File: config.mk
export PLATFORM = sky130hd
export DESIGN_NAME = ula_serial_ctrl
export DESIGN_NICKNAME = d
export VERILOG_FILES = /design/src/rtl/ula_serial_ctrl.sv
export SDC_FILE = /design/constraint.sdc
export NUM_CORES = 1
export LEC_CHECK = 0
export ABC_AREA = 1
export BUFFER_PORTS_ARGS = -buffer_cell sky130_fd_sc_hd__buf_2
export CORE_MARGIN = 4
export CORE_UTILIZATION = 57
export DETAILED_ROUTE_END_ITERATION = 12
export GPL_ROUTABILITY_DRIVEN = 1
export PLACE_DENSITY = 0.91
export SLEW_MARGIN = 0
export SYNTH_ARGS = -nofsm -noshare
export SYNTH_HDL_FRONTEND = slang
export SYNTH_SLANG_ARGS = --single-unit
File: constraint.sdc
create_clock -name CLK -period 3.65 [get_ports CLK]
set_clock_uncertainty 0.1 [all_clocks]
set_input_delay 0.5475 -clock CLK [delete_from_list [all_inputs] [get_ports CLK]]
set_output_delay 0.5475 -clock CLK [all_outputs]
set_load 0.02 [all_outputs]
File: src/rtl/ula_serial_ctrl.sv
// Bit-serial sequencer driving one external 1-bit ULA slice, LSB first, with carry recirculation.
// Optional: define ULA_BACK2BACK_EN to accept a new START during the FIN cycle.
module ula_serial_ctrl #(
    parameter int WIDTH = 8
) (
    input  logic             CLK,
    input  logic             RST,
    input  logic             START,
    input  logic [WIDTH-1:0] OPA,
    input  logic [WIDTH-1:0] OPB,
    input  logic [3:0]       ALUOP,
    output logic             SL_A,
    output logic             SL_B,
    output logic             SL_AIN,
    output logic             SL_BIN,
    output logic             SL_CIN,
    output logic             SL_LESS,
    output logic [1:0]       SL_OP,
    input  logic             SL_RESULT,
    input  logic             SL_COUT,
    output logic             BUSY,
    output logic             DONE,
    output logic [WIDTH-1:0] RESULT,
    output logic             ZERO,
    output logic             OVERFLOW
);
    localparam int CW = $clog2(WIDTH);

`ifdef ULA_BACK2BACK_EN
    localparam bit B2B = 1'b1;
`else
    localparam bit B2B = 1'b0;
`endif

    typedef enum logic [1:0] {IDLE, SHIFT, FIXUP, FIN} state_t;

    state_t           state;
    logic [CW-1:0]    cnt;
    logic [WIDTH-1:0] a_sh;
    logic [WIDTH-1:0] b_sh;
    logic [1:0]       op_q;
    logic             busy_q;
    logic             accept;
    logic             last;
    logic             carry_x;
    logic [WIDTH-1:0] res_nxt;

    assign accept  = START && (state == IDLE || (B2B && state == FIN));
    assign last    = (cnt == CW'(WIDTH - 1));
    assign carry_x = SL_CIN ^ SL_COUT;
    assign res_nxt = {SL_RESULT, RESULT[WIDTH-1:1]};
    // A back-to-back accept in FIN overlaps BUSY with the DONE pulse.
    assign BUSY    = busy_q | (B2B && state == FIN && START);

    always_ff @(posedge CLK) begin
        if (RST) begin
            state    <= IDLE;
            cnt      <= '0;
            a_sh     <= '0;
            b_sh     <= '0;
            op_q     <= '0;
            busy_q   <= 1'b0;
            DONE     <= 1'b0;
            RESULT   <= '0;
            ZERO     <= 1'b0;
            OVERFLOW <= 1'b0;
            SL_A     <= 1'b0;
            SL_B     <= 1'b0;
            SL_AIN   <= 1'b0;
            SL_BIN   <= 1'b0;
            SL_CIN   <= 1'b0;
            SL_LESS  <= 1'b0;
            SL_OP    <= 2'b00;
        end else if (accept) begin
            // Bit 0 is presented on the slice in the first SHIFT cycle.
            state    <= SHIFT;
            cnt      <= '0;
            a_sh     <= OPA >> 1;
            b_sh     <= OPB >> 1;
            op_q     <= ALUOP[1:0];
            busy_q   <= 1'b1;
            DONE     <= 1'b0;
            ZERO     <= 1'b0;
            OVERFLOW <= 1'b0;
            SL_A     <= OPA[0];
            SL_B     <= OPB[0];
            SL_AIN   <= ALUOP[3];
            SL_BIN   <= ALUOP[2];
            SL_CIN   <= ALUOP[2];
            SL_LESS  <= 1'b0;
            SL_OP    <= (ALUOP[1:0] == 2'b11) ? 2'b10 : ALUOP[1:0];
        end else begin
            case (state)
                IDLE: ;
                SHIFT: begin
                    RESULT <= res_nxt;
                    SL_CIN <= SL_COUT;
                    SL_A   <= a_sh[0];
                    SL_B   <= b_sh[0];
                    a_sh   <= a_sh >> 1;
                    b_sh   <= b_sh >> 1;
                    cnt    <= cnt + 1'b1;
                    if (last) begin
                        OVERFLOW <= op_q[1] & carry_x;
                        if (op_q == 2'b11) begin
                            // SLT: re-run the slice in LESS mode with the corrected sign.
                            state   <= FIXUP;
                            SL_OP   <= 2'b11;
                            SL_LESS <= SL_RESULT ^ carry_x;
                            SL_A    <= 1'b0;
                            SL_B    <= 1'b0;
                            SL_CIN  <= 1'b0;
                        end else begin
                            state   <= FIN;
                            DONE    <= 1'b1;
                            busy_q  <= 1'b0;
                            ZERO    <= (res_nxt == '0);
                            SL_A    <= 1'b0;
                            SL_B    <= 1'b0;
                            SL_AIN  <= 1'b0;
                            SL_BIN  <= 1'b0;
                            SL_CIN  <= 1'b0;
                            SL_LESS <= 1'b0;
                            SL_OP   <= 2'b00;
                        end
                    end
                end
                FIXUP: begin
                    state   <= FIN;
                    RESULT  <= {{(WIDTH-1){1'b0}}, SL_RESULT};
                    DONE    <= 1'b1;
                    busy_q  <= 1'b0;
                    ZERO    <= ~SL_RESULT;
                    SL_A    <= 1'b0;
                    SL_B    <= 1'b0;
                    SL_AIN  <= 1'b0;
                    SL_BIN  <= 1'b0;
                    SL_CIN  <= 1'b0;
                    SL_LESS <= 1'b0;
                    SL_OP   <= 2'b00;
                end
                FIN: begin
                    state <= IDLE;
                    DONE  <= 1'b0;
                end
                default: state <= IDLE;
            endcase
        end
    end
endmodule

* Yosys cells after proc, flatten, opt, wreduce, memory -nomap -nowiden
Index checks and enable logic that the tools add are counted.
Storage, ports and cells: flip-flop bits (word level) 41, input port bits 25, output and inout port bits 20, logic and storage cells 90
Operators by class: $add $sub $neg 1, equal/unequal tests 10, multiplexer cells 38, bitwise operators 5, reduce and logical (&&, ||, !) cells 18
Operators by type and width (number):
- $mux 7 | 4
- $mux 1 | 19
- $pmux 8 s2 | 1
- $pmux 1 s2 | 6
- $reduce_and 2->1 | 6
- $mux 2 | 5
- $reduce_and 3->1 | 3
- $eq 2x2->1 const B | 4
- $logic_not 8->1 | 1
- $ne 3x3->1 const B | 2
- $pmux 2 s3 | 1
- $reduce_bool 3->1 | 2
- $ne 2x2->1 const B | 2
- $pmux 2 s2 | 1
- $reduce_bool 2->1 | 2
- $reduce_bool 4->1 | 1
- $add 3x1->3 const B | 1
- $eq 3x3->1 const B | 1
- $pmux 1 s3 | 1
- $eq 2x1->1 const B | 1
- $logic_not 2->1 | 1
- $not 1->1 | 2
- $reduce_or 2->1 | 1
- $xor 1x1->1 | 2
- other kinds (2) | 2

* Depth between registers and ports, before layout
word-level depth 5, depth in mapped cells 9, depth with buffers taken out 9

* Least setup slack after synthesis
Ideal clock, no wire load.
path type register to register, from reg state[0], to reg SL_OP[0], setup time 117 ps, arrival 1249 ps, required time 3433 ps, slack 2184 ps, stages on the path, launching flop included 8, buffers on the path 1, period minus slack after synthesis 1466 ps, cell sequence dfxtp_1 > inv_1 > ha_1 > nand2_4 > buf_2 > nand2_1 > o21ai_0 > nor2_1
On the way: cells in the longest elaborated chain, start to end 4, elaborated cells on any way between the ends 9, those cells by class 3 x eq/ne; 2 x mux; 4 x reduce/logical
Ends and longest elaborated chain:
- from (decl) | line 37 | state_t state;
- from (signal assigned) | line 57 | state <= IDLE;
- from (signal assigned) | line 76 | state <= SHIFT;
- from (signal assigned) | line 107 | state <= FIXUP;
- $logic_not 2->1 | line 48 | assign accept = START && (state == IDLE || (B2B && state == FIN));
- $logic_and 1x1->1 | line 48
- $ne 3x3->1 (no source line) / $reduce_bool 3->1 (equally long branches)
- $reduce_and 2->1 (no source line)
- to (signal assigned) | line 91 | SL_OP <= (ALUOP[1:0] == 2'b11) ? 2'b10 : ALUOP[1:0];
- to (decl) | line 18 | output logic [1:0] SL_OP,
Parallel ways exist; a longest one is shown, timed or not. A chain may end at the register's enable or synchronous reset.

* Final worst setup path
from reg state[1], to reg SL_BIN
On the way: cells in the longest elaborated chain, start to end 4, elaborated cells on any way between the ends 10, those cells by class 4 x eq/ne; 2 x mux; 4 x reduce/logical
Ends and longest elaborated chain:
- $logic_not 2->1 | line 48
- $logic_and 1x1->1 | line 48
- $ne 3x3->1 (no source line) / $reduce_bool 3->1 (equally long branches)
- $reduce_and 3->1 (no source line)
- to (signal assigned) | line 88 | SL_BIN <= ALUOP[2];
- to (decl) | line 15 | output logic SL_BIN,
Parallel ways exist; a longest one is shown, timed or not.

==> results.txt <==
Setup violations remaining at the end of the flow were counted as 0. Measured along the y axis, the die boundary spans 66.3 um. The logs give 0.274 for the met1 routing resource usage after global routing and 0.432 for the proportion of power drawn by combinational gates. The share of total power in sequential cells is 0.413. The sum of routed wire length over all layers came out at 4.42 mm. Layer with the highest usage after global routing: met2. Buffers placed on the I/O ports in this run total 44. The dominant combinational cell family by area after synthesis was simple AND/OR/NAND/NOR gates.

Kind of cell adding the most delay to the critical path: adder cells. The actual transition at the worst max-transition pin came out at 0.856 ns. In this run the deepest clock path goes through 2 buffers. The area of placed instances is 2130 um2, and the buffer count from post-CTS setup fixing is 0. IR analysis of the VDD net gives a maximum drop of 0.000339 V.

After clock tree synthesis, the repair step resized 0 gates. The max-capacitance violation count is 0. The insertion delay of the later-clocked pin in the worst-skew pair was 0.36 ns. The cell that appears most often on the critical path is sky130_fd_sc_hd__nand2_1. The number of cells traversed by the worst hold path is 3.

The largest individual stage delay along the critical path comes from the cell sky130_fd_sc_hd__ha_1. After technology mapping, the gate count stands at 269. The mux contribution to synthesized area came out at 0. Synthesis produced a netlist with a net count of 302.

Net count reported at finish: 341. Routability-driven placement finished with a final weighted congestion of 0.839. The tools report the clock network fraction of total power as 0.154. The detailed-router iteration count before antenna repair was 4; the switching power of the nets was 0.648 mW.

The floorplan row count came out at 20. The class of the most critical setup path was register to register. In this run the static leakage power is 0.997 nW. Including well taps, the total number of placed cells is 345. The kind of end point of the critical path is a register. Count of nets left with antenna violations after detail routing: 0. The sequential fraction of the synthesis area is 0.424. From left edge to right edge, the die measures 66.3 um. The proportion of total power due to net switching is 0.447, and the core occupancy in the finished layout is 0.692. The first global-routing pass estimated 7.16 mm of wire.

The tools report the area of the die as 4390 um2. On the worst path, the slowest cell contributes a delay of 0.74 ns. The cell sitting at the root of the clock tree is a sky130_fd_sc_hd__clkbuf_4. The parity-gate share of the synthesized area counting xor and xnor cells was 0.00453. Predominant post-synthesis flop cell: sky130_fd_sc_hd__dfxtp_1.

Along the worst path, the maximum fanout reaches 21. The post-route worst setup slack came out at 1.46 ns. The finished layout holds 353 standard cells, fillers aside. The run finished with clean final reports. The first routing iteration left 129 violations. Proportion of netlist area held by the largest area contributor: 0.424. Design area: 2180 um2. By area the synthesized netlist is led by sky130_fd_sc_hd__dfxtp_1 42%, sky130_fd_sc_hd__nand2_1 15%, sky130_fd_sc_hd__nand3_1 9.3%.

The most common cell in the synthesized netlist is sky130_fd_sc_hd__nand2_1. The post-synthesis compound-gate area fraction works out to 0.127. Buffers inserted during clock tree synthesis total 5. The share of synthesized cell area in full adder, half adder and majority cells was 0.0517; the buffering stage count on the worst path with inverters included was 2. Ratio of cells with drive above 1 in the final layout: 0.194. The count of H-tree levels built during CTS came out at 2. After layout, the minimum clock period comes to 2.19 ns. Final max-slew violation count: 0. 0 antenna diodes ended up in the layout. The fraction of the mapped netlist area in simple logic gates is 0.311. Once detailed placement completed, the half-perimeter wirelength came to 3.07 mm. The met2 demand-to-capacity share in global routing is 0.323. The total number of clock tree sinks is 41, and the clock-pin slew on the worst setup and hold paths is 0.12 ns. Static timing analysis puts the maximum clock frequency at 457 MHz. The signal on the critical path passes through inv_1 -> ha_1 -> inv_2 -> nand2_1 -> nand2_1 -> nand2_1 -> nand3_1 -> a21oi_1.

In this run the number of cells on the critical path is 8. Across all hold checks on the routed design, the worst slack comes to 0.331 ns. The final clock period utilization by the worst path came out at 0.599. The endpoint arrival time on the critical path was 2.38 ns; the async set or reset register ratio after synthesis was 0.

The synthesis warning total was 0. Entering global routing, the biggest net connects 31 pins. The run gives 0.210 as the global router's overall resource usage. By count the netlist is led by 77 x sky130_fd_sc_hd__nand2_1, 41 x sky130_fd_sc_hd__dfxtp_1, 36 x sky130_fd_sc_hd__nand3_1.

The tools report the met3 demand-to-capacity share in global routing as 0.0714. The placement-stage worst setup slack came out at 1.51 ns. The core box area is 3150 um2.

The nature of the critical path startpoint was a register. The average detailed-routed wire length per instance was 12.5 um. The worst slew slack as a fraction of its limit was 0.430. The number of global-route vias before repair was 1621; the average cell area after synthesis was 7.19 um2. The internal portion of the total power is 0.800 mW. The total overflow reported by the global router came out at 0.

In this run the count of I/O pins placed on the die edge is 45. Setup repair after global routing left no endpoint under its margin. Cell type contributing the most total cell area after synthesis: sky130_fd_sc_hd__dfxtp_1. In this run, post-CTS hold repair placed 0 buffers. The routed layout has 1915 vias. TritonCTS built the clock tree. In this run, synthesis produced a sequential element count of 41. The tools report the area of the mapped netlist as 1930 um2. The count of final hold-check violations was 0; the average vias per placed instance was 5.42. Dividing total power by cell area gives a power density of 663 nW/um2. The total DRC errors in the routed layout is 0, and the signed area change from the synthesized netlist to the final layout is 12.8%. The setup total negative slack was 0 ns; the overall power consumption was 1.45 mW. The tools report the initial core utilization as 0.613. The unique cell type count in the Yosys netlist is 22, and the depth of the worst register-to-register path is 8. Initial antenna violation count: 0. Counting flops with a built-in enable in the synthesized netlist gives 0. The path class of the tightest hold or removal check is primary input to register. At the worst endpoint, the required time is 3.84 ns.
kinds of logic after synthesis:
| family | count (synthesis) |
|---|---|
| DFF | 41 |
| adders and majority gates | 8 |
| and+or+nand+nor | 141 |
| buffers and inverters | 32 |
| AOI/OAI and AO/OA | 46 |
| xor gates and xnor gates | 1 |
placed cells by master, fill, tap and decap left out:
cell type	synthesis	layout
sky130_fd_sc_hd__nand4_1	2	2
sky130_fd_sc_hd__inv_1	17	17
sky130_fd_sc_hd__clkbuf_1	1	1
sky130_fd_sc_hd__a21oi_1	26	26
sky130_fd_sc_hd__a31oi_1	10	10
sky130_fd_sc_hd__a21oi_2	1	1
sky130_fd_sc_hd__nand2_4	1	1
sky130_fd_sc_hd__xnor2_1	1	1
sky130_fd_sc_hd__inv_4	1	1
sky130_fd_sc_hd__ha_1	8	8
sky130_fd_sc_hd__inv_2	2	2
sky130_fd_sc_hd__buf_2	6	44
sky130_fd_sc_hd__o21ai_1	1	1
sky130_fd_sc_hd__clkinv_2	0	2
sky130_fd_sc_hd__clkbuf_4	0	5
sky130_fd_sc_hd__nor2_2	3	3
sky130_fd_sc_hd__nand2_1	77	77
sky130_fd_sc_hd__nand3_1	36	36
sky130_fd_sc_hd__nor2_4	1	1
sky130_fd_sc_hd__o21ai_0	8	8
sky130_fd_sc_hd__dfxtp_1	41	41
sky130_fd_sc_hd__nor2_1	21	21
path summary, 6_finish.rpt:
kind                    startpoint                   end  slack [ns]
max reg2reg  state[1]$_SDFFE_PP0P_   SL_BIN$_SDFFE_PP0P_        1.46
min                       ALUOP[3]   SL_AIN$_SDFFE_PP0P_        0.33
min reg2reg   b_sh[1]$_SDFFE_PP0P_  b_sh[0]$_SDFFE_PP0P_        0.37
max          state[1]$_SDFFE_PP0P_   SL_BIN$_SDFFE_PP0P_        1.46
state kept, by name (all words and copies together), names as in the netlist, 2 cells and up:
register  count
a_sh          7
op_q          2
SL_OP         2
b_sh          7
RESULT        8
state         2
cnt           3
power by group through the flow:
| stage | clock, mW | combinational [mW] | sequential [mW] |
|---|---|---|---|
| 2_1_floorplan | 0 | 0.463 | 0.642 |
| 3_3_place_gp | 0 | 0.600 | 0.604 |
| 3_5_place_dp | 0 | 0.614 | 0.605 |
| 4_1_cts | 0.223 | 0.616 | 0.596 |
| 5_1_grt | 0.246 | 0.700 | 0.607 |
| 6_report | 0.224 | 0.626 | 0.598 |
cell type report:
| type | count | area (um2) |
|---|---|---|
| fillers | 290 | 971 |
| inverters | 20 | 77.6 |
| clock buffers | 6 | 41.3 |
| well taps | 44 | 55.1 |
| clock inverters | 2 | 10.0 |
| flip-flops and latches | 41 | 821 |
| repair buffers | 44 | 220 |
| multi-input cells | 196 | 957 |
tightest hold or removal path: cells and delay by family:
kind                   cells  cell delay (ns)
AO/OA/AOI/OAI              1             0.05
buffers and inverters      1             0.10
AND/OR/NAND/NOR            1             0.05
per-layer routing:
metal	wire length, um	part of all wire	vias to the layer above
met5	0	0	-
met4	70	0.016	0
met3	383	0.087	9
met2	2020	0.46	74
met1	1940	0.44	872
li1	-	-	960
(Power assumes the default switching activity.)
